$ cat src/rtl/updn_counter_pkg.sv
// Shared types and defaults for the limited up/down counter family.
package updn_counter_pkg;

    localparam int unsigned DEFAULT_WIDTH = 8;
    localparam logic [DEFAULT_WIDTH-1:0] DEFAULT_RST_LIMIT = 8'hFF;

    typedef enum logic [1:0] {
        OP_HOLD = 2'd0,
        OP_LOAD = 2'd1,
        OP_UP   = 2'd2,
        OP_DOWN = 2'd3
    } op_t;

    // Counter operation priority: load beats count, count beats hold.
    function automatic op_t decode_op(
        input logic ld_cnt_n,
        input logic count_enb,
        input logic updn_cnt
    );
        op_t op;
        op = OP_HOLD;
        if (!ld_cnt_n) begin
            op = OP_LOAD;
        end else if (count_enb) begin
            op = updn_cnt ? OP_UP : OP_DOWN;
        end
        return op;
    endfunction

endpackage

$ cat src/rtl/updn_counter_next.sv
// Combinational next-count and terminal-count computation for one operation.
module updn_counter_next
    import updn_counter_pkg::*;
#(
    parameter int unsigned WIDTH    = DEFAULT_WIDTH,
    parameter bit          SATURATE = 1'b0
) (
    input  op_t              op,
    input  logic [WIDTH-1:0] data_out,
    input  logic [WIDTH-1:0] limit_out,
    input  logic [WIDTH-1:0] data_in,
    output logic [WIDTH-1:0] next_val,
    output logic             tc_up_nxt,
    output logic             tc_dn_nxt
);

    localparam logic [WIDTH-1:0] ZERO = '0;
    localparam logic [WIDTH-1:0] ONE  = WIDTH'(1);

    always_comb begin
        next_val  = data_out;
        tc_up_nxt = 1'b0;
        tc_dn_nxt = 1'b0;
        unique case (op)
            OP_LOAD: next_val = data_in;
            // A value loaded above the limit is treated as already at the bound.
            OP_UP: begin
                if (data_out >= limit_out) begin
                    next_val  = SATURATE ? limit_out : ZERO;
                    tc_up_nxt = 1'b1;
                end else begin
                    next_val = data_out + ONE;
                end
            end
            OP_DOWN: begin
                if (data_out == ZERO) begin
                    next_val  = SATURATE ? ZERO : limit_out;
                    tc_dn_nxt = 1'b1;
                end else begin
                    next_val = data_out - ONE;
                end
            end
            default: next_val = data_out;
        endcase
    end

endmodule

$ cat src/rtl/updn_counter_lim.sv
// Registered up/down counter with programmable wrap limit, tc pulses and sticky wrap flag.
// Define UPDN_COUNTER_SVA_EN to compile in the embedded protocol assertions.
module updn_counter_lim
    import updn_counter_pkg::*;
#(
    parameter int unsigned      WIDTH     = DEFAULT_WIDTH,
    parameter bit               SATURATE  = 1'b0,
    parameter logic [WIDTH-1:0] RST_LIMIT = WIDTH'(DEFAULT_RST_LIMIT)
) (
    input  logic             clk,
    input  logic             rst,
    input  logic             ld_cnt_,
    input  logic             ld_lim_,
    input  logic             updn_cnt,
    input  logic             count_enb,
    input  logic [WIDTH-1:0] data_in,
    input  logic             clr_sticky,
    output logic [WIDTH-1:0] data_out,
    output logic [WIDTH-1:0] limit_out,
    output logic             tc_up,
    output logic             tc_dn,
    output logic             wrap_sticky,
    output logic [1:0]       last_op
);

    logic [WIDTH-1:0] cnt_q, cnt_d;
    logic [WIDTH-1:0] lim_q, lim_d;
    logic             tc_up_q, tc_up_d;
    logic             tc_dn_q, tc_dn_d;
    logic             sticky_q, sticky_d;
    op_t              last_op_q, last_op_d;

    op_t              op_c;
    logic [WIDTH-1:0] cnt_nxt_c;
    logic             tc_up_nxt_c;
    logic             tc_dn_nxt_c;

    assign op_c = decode_op(ld_cnt_, count_enb, updn_cnt);

    // Count rules see the limit register as it was before any same-cycle limit load.
    updn_counter_next #(
        .WIDTH    (WIDTH),
        .SATURATE (SATURATE)
    ) u_next (
        .op        (op_c),
        .data_out  (cnt_q),
        .limit_out (lim_q),
        .data_in   (data_in),
        .next_val  (cnt_nxt_c),
        .tc_up_nxt (tc_up_nxt_c),
        .tc_dn_nxt (tc_dn_nxt_c)
    );

    always_comb begin
        cnt_d     = cnt_nxt_c;
        lim_d     = lim_q;
        tc_up_d   = tc_up_nxt_c;
        tc_dn_d   = tc_dn_nxt_c;
        sticky_d  = sticky_q;
        last_op_d = op_c;
        if (!ld_lim_) begin
            lim_d = data_in;
        end
        // A new wrap event takes precedence over a clear request.
        if (tc_up_nxt_c || tc_dn_nxt_c) begin
            sticky_d = 1'b1;
        end else if (clr_sticky) begin
            sticky_d = 1'b0;
        end
    end

    always_ff @(posedge clk) begin
        if (rst) begin
            cnt_q     <= '0;
            lim_q     <= RST_LIMIT;
            tc_up_q   <= 1'b0;
            tc_dn_q   <= 1'b0;
            sticky_q  <= 1'b0;
            last_op_q <= OP_HOLD;
        end else begin
            cnt_q     <= cnt_d;
            lim_q     <= lim_d;
            tc_up_q   <= tc_up_d;
            tc_dn_q   <= tc_dn_d;
            sticky_q  <= sticky_d;
            last_op_q <= last_op_d;
        end
    end

    assign data_out    = cnt_q;
    assign limit_out   = lim_q;
    assign tc_up       = tc_up_q;
    assign tc_dn       = tc_dn_q;
    assign wrap_sticky = sticky_q;
    assign last_op     = 2'(last_op_q);

`ifdef UPDN_COUNTER_SVA_EN
    a_reset_zero: assert property (@(posedge clk) disable iff (rst)
        $past(rst) |-> (data_out == '0))
        else $display("SVA reset_zero violated at %0t", $time);

    a_hold_stable: assert property (@(posedge clk) disable iff (rst)
        (ld_cnt_ && !count_enb) |=> $stable(data_out))
        else $display("SVA hold_stable violated at %0t", $time);

    a_up_step: assert property (@(posedge clk) disable iff (rst)
        (ld_cnt_ && count_enb && updn_cnt)
        |=> ((data_out == WIDTH'($past(data_out) + 1'b1)) || tc_up))
        else $display("SVA up_step violated at %0t", $time);

    a_down_step: assert property (@(posedge clk) disable iff (rst)
        (ld_cnt_ && count_enb && !updn_cnt)
        |=> ((data_out == WIDTH'($past(data_out) - 1'b1)) || tc_dn))
        else $display("SVA down_step violated at %0t", $time);

    a_tc_excl: assert property (@(posedge clk) disable iff (rst)
        !(tc_up && tc_dn))
        else $display("SVA tc_excl violated at %0t", $time);

    a_sticky_hold: assert property (@(posedge clk) disable iff (rst)
        $fell(wrap_sticky) |-> ($past(clr_sticky) || $past(rst)))
        else $display("SVA sticky_hold violated at %0t", $time);
`endif

endmodule

$ cat config.mk
export PLATFORM = sky130hd
export DESIGN_NAME = updn_counter_lim
export DESIGN_NICKNAME = d
export VERILOG_FILES = /design/src/rtl/updn_counter_pkg.sv /design/src/rtl/updn_counter_next.sv /design/src/rtl/updn_counter_lim.sv
export SDC_FILE = /design/constraint.sdc
export NUM_CORES = 1
export LEC_CHECK = 0
export ABC_AREA = 1
export CAP_MARGIN = 5
export CORE_MARGIN = 3
export CORE_UTILIZATION = 35
export DETAILED_ROUTE_END_ITERATION = 7
export PLACE_DENSITY = 0.59
export REMOVE_ABC_BUFFERS = 1
export SETUP_SLACK_MARGIN = 0.1
export SYNTH_ARGS = -nofsm -noshare
export SYNTH_HDL_FRONTEND = slang
export SYNTH_SLANG_ARGS = --single-unit
$ cat constraint.sdc
create_clock -name clk -period 2.1 [get_ports clk]
set_input_delay 0.525 -clock clk [delete_from_list [all_inputs] [get_ports clk]]
set_output_delay 0.525 -clock clk [all_outputs]
set_load 0.01 [all_outputs]
==> out/qor.csv, run 1 <==
stage;metric;value;unit
layout;nFillCells;439;
worst_setup_path;end_kind;primary output;
route;wl;4.18;mm
worst_setup_path;critical_path.top_delay_family;buffers and inverters;
logic_synthesis;synthTopCellsByArea;dfxtp_1 (28%), nand2_1 (13%), ha_1 (9.1%), inv_1 (6.4%), a21oi_1 (5.3%);
power_and_ir_drop;ir_worst_vdd;0.287;mV
layout;syn_to_final_growth;31.8;%
clocking;cts_tree;done;
clocking;clock-sinks;21;
global_routing;groute.usage.overall;0.172;
route;via_per_inst;4.95;
logic_synthesis;ys_seq_elements;21;
clocking;cts_buffer_depth;2;
placed_design;placed_area;1960;sq um
power_and_ir_drop;combPwrFrac;0.344;
global_routing;grt_max_degree;16;
worst_setup_path;critical_path_buf_inv_count;1;
worst_setup_path;critPathLaunchType;flop;
global_routing;grt_antenna_before_repair;0;
power_and_ir_drop;p_switching;0.375;mW
logic_synthesis;synth-edff-count;0;
job;drv_cap;0;
worst_setup_path;worst-path-stages;1;
die;initial_utilization;0.372;
worst_setup_path;worstSetupPathType;reg2out;
logic_synthesis;synth_top_cell_by_area;dfxtp_1;
global_routing;overflow;0;
timing;period_share;0.894;
timing;hold_viol_final;0;
logic_synthesis;avgSynthCellArea;6.97;sq um
timing;worst_clock_skew;0.00154;ns
timing;relSlewSlack;0.710;
worst_setup_path;crit_slowest_cell;clkdlybuf4s50_1;
power_and_ir_drop;p_leak;0.959;nW
clocking;ctsHoldBuffers;0;
worst_setup_path;cp.required;1.57;ns
global_routing;grt_pass1_wl;6.89;mm
global_routing;grt_pass1_vias;1444;
logic_synthesis;yosysWarnings;0;
logic_synthesis;syn_area;1520;sq um
power_and_ir_drop;total_power;1.10;mW
clocking;h-tree-depth;1;
worst_setup_path;worstPathArrival;1.35;ns
layout;drive_gt1_frac;0.135;
worst_setup_path;path_cells;clkdlybuf4s50_1;
logic_synthesis;yosysSeqAreaShare;0.277;
power_and_ir_drop;swShare;0.341;
die;io_pins;36;
timing;slew_viol_final;0;
layout;final_cell_count_no_fill;310;
timing;post-route-min-period;1.88;ns
placed_design;place_inst;306;
route;num_vias;1536;
route;dr_wl_met2;1.96;mm
logic_synthesis;synth_cell_types;31;
worst_setup_path;max_stage_delay;0.61;ns
clocking;root_buffer;clkbuf_8;
logic_synthesis;yosysMostFrequentCell;nand2_1;
layout;nets;287;
placed_design;routabilityCongestion;0.852;
die;die_h;71.9;um
die;dieArea;5170;sq um
logic_synthesis;synth_top_cell_area_share;0.277;
logic_synthesis;synthTopCellsByCount;nand2_1 (52), inv_1 (26), dfxtp_1 (21);
timing;setup_viol;0;
power_and_ir_drop;p_int;0.726;mW
timing;rsz0062_at_grt;no;
min_path;min_path_type;reg2reg;
logic_synthesis;syn-instance-count;218;
worst_setup_path;rr_worst_depth;7;
logic_synthesis;synthArstFlopShare;0;
clocking;clk_pin_slew;0.08;ns
route;first_iter_violations;99;
route;top_layer;met4;
die;dieWidth;71.9;um
clocking;post_cts_buffers;0;
placed_design;hpwl;3.40;mm
worst_setup_path;crit_fanout;8;
clocking;cts_resized;0;
layout;final_area;2000;sq um
timing;fin_tns_setup;0;ns
die;coreArea;4090;sq um
die;num_rows;23;
route;first_pass_iters;4;
route;ant_nets;0;
route;met3WireLength;239;um
min_path;min_path_cells;2;
power_and_ir_drop;clkPwrFrac;0.247;
route;wl_per_cell;13.5;um
layout;antennaDiodeCount;0;
route;drc_errors;0;
power_and_ir_drop;seqPwrFrac;0.410;
clocking;clk-insertion-delay-late;0.26;ns
route;routedLengthMet1;1.93;mm
status;status;completed;
placed_design;io_buffers;35;
power_and_ir_drop;p_per_area;550;nW/um^2
timing;max_freq;533;MHz
logic_synthesis;synth_flop_cell;dfxtp_1;
clocking;cts_buffers;3;
timing;tightest_slew;0.434;ns
[per-stage QoR]
step | setup slack [ns] | hold slack (ns) | utilization
after global placement | 0.138 | 0.493 | 0.479
final | 0.223 | 0.530 | 0.490
after global routing | 0.151 | 0.551 | 0.490
after CTS | 0.209 | 0.533 | 0.490
after detailed placement | 0.100 | 0.520 | 0.479
after floorplan | 0.397 | 0.520 | -
[power by group through the flow]
stage	combinational [mW]	sequential, mW	clock [mW]
after floorplan	0.194	0.483	0
after global placement	0.379	0.461	0
after detailed placement	0.380	0.461	0
after CTS	0.381	0.452	0.279
after global routing	0.419	0.456	0.296
final	0.379	0.451	0.271
[logic make-up after synthesis]
| family | count (synthesis) | synth area share |
|---|---|---|
| buffers and inverters | 39 | 0.110 |
| flip-flops | 21 | 0.277 |
| XOR/XNOR | 7 | 0.0403 |
| adder cells (fa/ha/maj) | 11 | 0.0905 |
| AND/OR/NAND/NOR | 101 | 0.333 |
| AO/OA/AOI/OAI | 39 | 0.150 |
[cell type report]
class                      count  area [sq um]  share of cell area
tap                           50          62.6              0.0312
sequential                    21           420               0.210
inverter                      33           124              0.0618
clock inverter                 1          5.00             0.00250
timing repair buffer          44           418               0.209
multi-input combinational    158           932               0.465
clock buffer                   3          41.3              0.0206
[registers in the layout (all words and copies together) (netlist names)]
register / count
limit_out: 8
wrap_sticky: 1
data_out: 8
last_op: 2
tc_dn: 1
tc_up: 1
[per-layer routing]
metal  vias up  GRT usage
met1       702      0.226
met3         6     0.0485
met5         -          0
li1        792          -
met4         0     0.0376
met2        36      0.281
[final timing paths]
path              slack, ns            to          from
hold reg to reg        0.53  limit_out[0]  limit_out[0]
setup reg to reg       0.40   data_out[5]   data_out[7]
hold / removal         0.53  limit_out[0]  limit_out[0]
setup / recovery       0.22   data_out[1]   data_out[1]
[placed cells by master, fill, tap and decap left out, drive strengths merged, types with 2 or more instances in the layout]
| cell type | count |
|---|---|
| xor2 | 6 |
| o21ai | 11 |
| nand3 | 16 |
| nor3 | 2 |
| clkdlybuf4s50 | 35 |
| clkbuf | 3 |
| buf | 9 |
| nand4 | 2 |
| clkinv | 2 |
| a21oi | 17 |
| o211ai | 8 |
| nand2 | 56 |
| dfxtp | 21 |
| nor2 | 22 |
| nand3b | 3 |
| ha | 11 |
| inv | 32 |
No activity file was read; power rests on OpenSTA's default activity.
==> run 2, diff against run 1 <==
==> constraint.sdc (replaced) <==
create_clock -name clk -period 2.1 [get_ports clk]
set_input_delay 0.42 -clock clk [delete_from_list [all_inputs] [get_ports clk]]
set_output_delay 0.42 -clock clk [all_outputs]
set_load 0.01 [all_outputs]
==> out/qor.csv, run 2 (synthesized netlist as in run 1, its figures left out) <==
stage;metric;value;unit;change
power_and_ir_drop;ir_worst_vdd;0.327;mV;+14%
clocking;cts_tree;done;;
timing;hold_viol_final;0;;unchanged
timing;max_freq;564;MHz;+5.9%
timing;relSlewSlack;0.706;;-0.00421
timing;tightest_slew;0.441;ns;+0.00630 ns
die;dieArea;5170;sq um;unchanged
worst_setup_path;crit_fanout;8;;unchanged
die;dieWidth;71.9;um;unchanged
worst_setup_path;cp.required;1.68;ns;+0.11 ns
die;initial_utilization;0.372;;unchanged
timing;rsz0062_at_grt;no;;
route;num_vias;1514;;-1.4%
worst_setup_path;end_kind;primary output;;
global_routing;groute.usage.overall;0.168;;-0.00358
worst_setup_path;critical_path_buf_inv_count;1;;unchanged
layout;syn_to_final_growth;31.2;%;
global_routing;grt_pass1_vias;1481;;+2.6%
clocking;post_cts_buffers;0;;unchanged
clocking;cts_buffers;3;;unchanged
layout;nets;286;;-0.35%
layout;seq_area;420;sq um;unchanged
route;drc_errors;0;;unchanged
worst_setup_path;rr_worst_depth;7;;unchanged
status;status;completed;;
clocking;cts_resized;0;;unchanged
job;drv_cap;0;;unchanged
global_routing;grt_max_degree;19;;+3
global_routing;grt_antenna_before_repair;0;;unchanged
route;wl;4.18;mm;+0.14%
die;io_pins;36;;unchanged
worst_setup_path;path_cells;clkdlybuf4s50_1;;
die;coreArea;4090;sq um;unchanged
clocking;clk_pin_slew;0.08;ns;about the same
placed_design;io_buffers;35;;unchanged
worst_setup_path;worst-path-stages;1;;unchanged
placed_design;hpwl;3.31;mm;-2.8%
global_routing;grt_pass1_wl;6.81;mm;-1.2%
route;ant_nets;0;;unchanged
worst_setup_path;worstSetupPathType;reg2out;;
route;first_iter_violations;128;;+29%
clocking;cts_buffer_depth;2;;unchanged
power_and_ir_drop;p_leak;0.952;nW;-0.79%
clocking;clk-insertion-delay-late;0.26;ns;about the same
route;via_per_inst;4.90;;-1.1%
clocking;root_buffer;clkbuf_8;;
route;first_pass_iters;4;;unchanged
min_path;min_path_type;reg2reg;;
die;num_rows;23;;unchanged
worst_setup_path;critical_path.top_delay_family;buffers and inverters;;
clocking;ctsHoldBuffers;0;;unchanged
timing;fin_tns_setup;0;ns;unchanged
placed_design;routabilityCongestion;0.868;;+1.8%
route;wl_per_cell;13.5;um;+0.47%
timing;post-route-min-period;1.77;ns;-0.105 ns
global_routing;overflow;0;;unchanged
placed_design;placed_area;1950;sq um;-0.38%
layout;final_common_cell;nand2_1;;
timing;worst_clock_skew;0.00511;ns;+0.00356 ns
die;die_h;71.9;um;unchanged
timing;period_share;0.844;;-0.0501
power_and_ir_drop;p_per_area;552;nW/um^2;+0.50%
worst_setup_path;critPathLaunchType;flop;;
worst_setup_path;max_stage_delay;0.60;ns;about the same
min_path;min_path_cells;2;;unchanged
layout;nFillCells;442;;+0.68%
timing;slew_viol_final;0;;unchanged
layout;final_area;1990;sq um;-0.44%
layout;multi_input_area;932;sq um;unchanged
worst_setup_path;worstPathArrival;1.35;ns;about the same
timing;setup_viol;0;;unchanged
layout;antennaDiodeCount;0;;unchanged
clocking;clock-sinks;21;;unchanged
worst_setup_path;crit_slowest_cell;clkdlybuf4s50_1;;
layout;layout_common_cells;nand2_1 (52), clkdlybuf4s50_1 (35), inv_1 (26);;
layout;drive_gt1_frac;0.127;;-0.00720
clocking;h-tree-depth;1;;unchanged
-- run 2: cell count changes in the layout (fill, tap and decap cells not counted), sizes merged --
cell,before,now
clkbuf,3,4
clkinv,2,1
buf,9,8
-- run 2: path summary, 6_finish.rpt --
path | start | end | slack, ns
max reg2reg | data_out[7] | data_out[0] | 0.40
min reg2reg | wrap_sticky | wrap_sticky | 0.51
max | data_out[1] | data_out[1] | 0.33
min | wrap_sticky | wrap_sticky | 0.51
-- run 2: per-stage QoR --
stage	total power, mW	worst slack (ns)	hold WS, ns	std cells	util
final	1.10	0.328	0.511	309	0.488
after global routing	1.17	0.162	0.536	309	0.488
after CTS	1.11	0.312	0.514	309	0.488
after detailed placement	0.838	0.197	0.502	305	0.477
after global placement	0.840	0.244	0.498	305	0.477
after floorplan	0.677	0.397	0.492	212	-
-- run 2: layout make-up --
type,count,area share
multi-input cells,158,0.467
clock buffers,4,0.0226
repair buffers,43,0.206
flip-flops and latches,21,0.211
inverters,33,0.0621
well taps,50,0.0314
-- run 2: per-layer routing --
metal,global-route usage,share of wire,wire length [um]
met3,0.0360,0.043,180
met1,0.227,0.48,1990
met5,0,0,0
met2,0.279,0.47,1960
met4,0.0334,0.012,51
-- run 2: worst min-delay path, cell delays in order, from the launching register on --
cell	delay, ns
dfxtp_1	0.32
nand3b_1	0.08
nand3b_1	0.07
-- run 2: report_power, final --
group / switching (mW) / total (mW) / internal, mW
clock network: 0.140 / 0.275 / 0.135
registers: 0.0262 / 0.451 / 0.424
logic: 0.208 / 0.376 / 0.168
==> run 3, diff against run 2 <==
==> constraint.sdc (replaced) <==
create_clock -name clk -period 1.8 [get_ports clk]
set_input_delay 0.36 -clock clk [delete_from_list [all_inputs] [get_ports clk]]
set_output_delay 0.36 -clock clk [all_outputs]
set_load 0.01 [all_outputs]
==> out/qor.csv, run 3 (synthesized netlist as in run 1, its figures left out) <==
stage;metric;value;unit;change
status;status;completed;;
min_path;min_path_type;reg2reg;;
route;via_per_inst;4.77;;-2.6%
layout;nets;296;;+3.5%
layout;final_common_cell;nand2_1;;
route;wl;4.10;mm;-2.1%
route;wl_per_cell;12.8;um;-5.1%
worst_setup_path;critical_path.top_delay_family;buffers and inverters;;
timing;tightest_slew;0.446;ns;+0.00573 ns
global_routing;grt_max_degree;16;;-3
power_and_ir_drop;total_power;1.30;mW;+18%
clocking;cts_buffer_depth;2;;unchanged
global_routing;groute.usage.overall;0.172;;+0.00377
timing;max_freq;606;MHz;
placed_design;io_buffers;35;;unchanged
worst_setup_path;cp.required;1.44;ns;-0.24 ns
global_routing;grt_antenna_before_repair;0;;unchanged
clocking;ctsHoldBuffers;0;;unchanged
layout;seq_area;430;sq um;+2.4%
timing;worst_clock_skew;0.00545;ns;+0.000342 ns
layout;syn_to_final_growth;39.3;%;
die;die_h;71.9;um;unchanged
power_and_ir_drop;seqPwrFrac;0.402;;-0.007
worst_setup_path;crit_fanout;6;;-2
power_and_ir_drop;combPwrFrac;0.359;;+0.018
layout;drive_gt1_frac;0.208;;+0.0808
die;dieArea;5170;sq um;unchanged
worst_setup_path;end_kind;primary output;;
route;first_pass_iters;4;;unchanged
timing;period_share;0.917;;
min_path;holdPathEnd;wrap_sticky;;
worst_setup_path;reg2reg_to;data_out[5];;
layout;final_area;2120;sq um;+6.2%
timing;post-route-min-period;1.65;ns;
placed_design;routabilityCongestion;0.854;;-1.6%
global_routing;overflow;0;;unchanged
placed_design;hpwl;3.35;mm;+1.2%
timing;rsz0062_at_grt;no;;
layout;nFillCells;429;;-2.9%
power_and_ir_drop;p_switching;0.428;mW;+14%
worst_setup_path;critical_path_buf_inv_count;2;;+1
timing;relSlewSlack;0.702;;-0.00382
layout;antennaDiodeCount;0;;unchanged
timing;hold_viol_final;0;;unchanged
global_routing;grt_pass1_vias;1542;;+4.1%
power_and_ir_drop;p_leak;1.04;nW;+9.6%
placed_design;placed_area;2020;sq um;+3.9%
route;ant_nets;0;;unchanged
die;initial_utilization;0.372;;unchanged
worst_setup_path;rr_worst_depth;8;;+1
placed_design;post-place-ws;0.0228;ns;-0.174 ns
timing;setup_slack;0.150;ns;-0.178 ns
power_and_ir_drop;p_int;0.867;mW;+19%
route;first_iter_violations;44;;-66%
die;io_pins;36;;unchanged
worst_setup_path;worstSetupPathType;reg2out;;
min_path;min_from;wrap_sticky;;
route;drc_errors;0;;unchanged
timing;fin_tns_setup;0;ns;unchanged
clocking;clock-sinks;21;;unchanged
worst_setup_path;worstPathArrival;1.29;ns;-0.06 ns
clocking;clk-insertion-delay-late;0.26;ns;about the same
die;dieWidth;71.9;um;unchanged
worst_setup_path;max_stage_delay;0.53;ns;-0.07 ns
timing;slew_viol_final;0;;unchanged
power_and_ir_drop;clkPwrFrac;0.239;;-0.011
worst_setup_path;crit_slowest_cell;clkdlybuf4s50_1;;
worst_setup_path;path_cells;buf_4, clkdlybuf4s50_1;;
clocking;cts_tree;done;;
worst_setup_path;critPathLaunchType;flop;;
min_path;min_path_cells;2;;unchanged
power_and_ir_drop;p_per_area;612;nW/um^2;+11%
job;drv_cap;0;;unchanged
die;coreArea;4090;sq um;unchanged
route;num_vias;1523;;+0.59%
timing;setup_viol;0;;unchanged
layout;utilization;0.518;;+0.0303
clocking;cts_buffers;3;;unchanged
clocking;h-tree-depth;1;;unchanged
power_and_ir_drop;swShare;0.331;;-0.00911
power_and_ir_drop;ir_worst_vdd;0.458;mV;+40%
layout;layout_common_cells;nand2_1 (48), clkdlybuf4s50_1 (31), inv_1 (25);;
worst_setup_path;r2r_start;limit_out[7];;
clocking;clk_pin_slew;0.08;ns;about the same
die;num_rows;23;;unchanged
clocking;post_cts_buffers;0;;unchanged
global_routing;grt_pass1_wl;7.01;mm;+2.9%
layout;multi_input_area;968;sq um;+3.9%
clocking;root_buffer;clkbuf_8;;
worst_setup_path;reg2reg_slack;0.23;ns;-0.17 ns
-- run 3: how the worst max path moves through the flow --
stage | cells past startpoint | start | slack (ns) | end
3_3_place_gp | 7 | ld_cnt_ | 0.05 | data_out[4]
5_1_grt | 9 | limit_out[3] | 0.10 | data_out[5]
3_5_place_dp | 7 | ld_cnt_ | 0.02 | data_out[3]
4_1_cts | 13 | data_out[0] | 0.1 | data_out[3]
6_report | 2 | data_out[1] | 0.15 | data_out[1]
2_1_floorplan | 13 | data_out[0] | 0.1 | data_out[4]
-- run 3: stage by stage --
step / cells / hold slack, ns
after floorplan: 212 / 0.432
after global placement: 315 / 0.493
after detailed placement: 315 / 0.495
after CTS: 319 / 0.508
after global routing: 319 / 0.539
final: 319 / 0.508
-- run 3: tightest hold or removal path, delay by kind of cell, from the launching register on --
family | cells | cell delay (ns)
DFF | 1 | 0.32
and+or+nand+nor | 2 | 0.15
-- run 3: per-layer routing --
layer	track usage	vias to the layer above	wire (um)
li1	-	809	-
met1	0.234	672	1910
met2	0.288	40	1950
met3	0.0360	2	216
met4	0.0230	0	15
met5	0	-	0
-- run 3: what timing repair did --
item,in CTS,in global routing
cloned,0,0
pin swaps,0,7
gates resized for setup,4,16
endpoints found under the setup margin,4,13
-- run 3: final cells by class --
cell class,count,share of cell area
Timing Repair Buffer,53,0.230
Multi-Input combinational cell,158,0.457
Clock buffer,4,0.0213
Inverter,33,0.0585
Sequential cell,21,0.203
Tap cell,50,0.0295
-- run 3: power by group through the flow --
stage | Sequential (mW) | Clock (mW) | Combinational, mW
floorplan | 0.563 | 0 | 0.227
global placement | 0.529 | 0 | 0.466
detailed placement | 0.530 | 0 | 0.464
CTS | 0.520 | 0.321 | 0.463
global route | 0.526 | 0.337 | 0.522
finish | 0.521 | 0.310 | 0.465
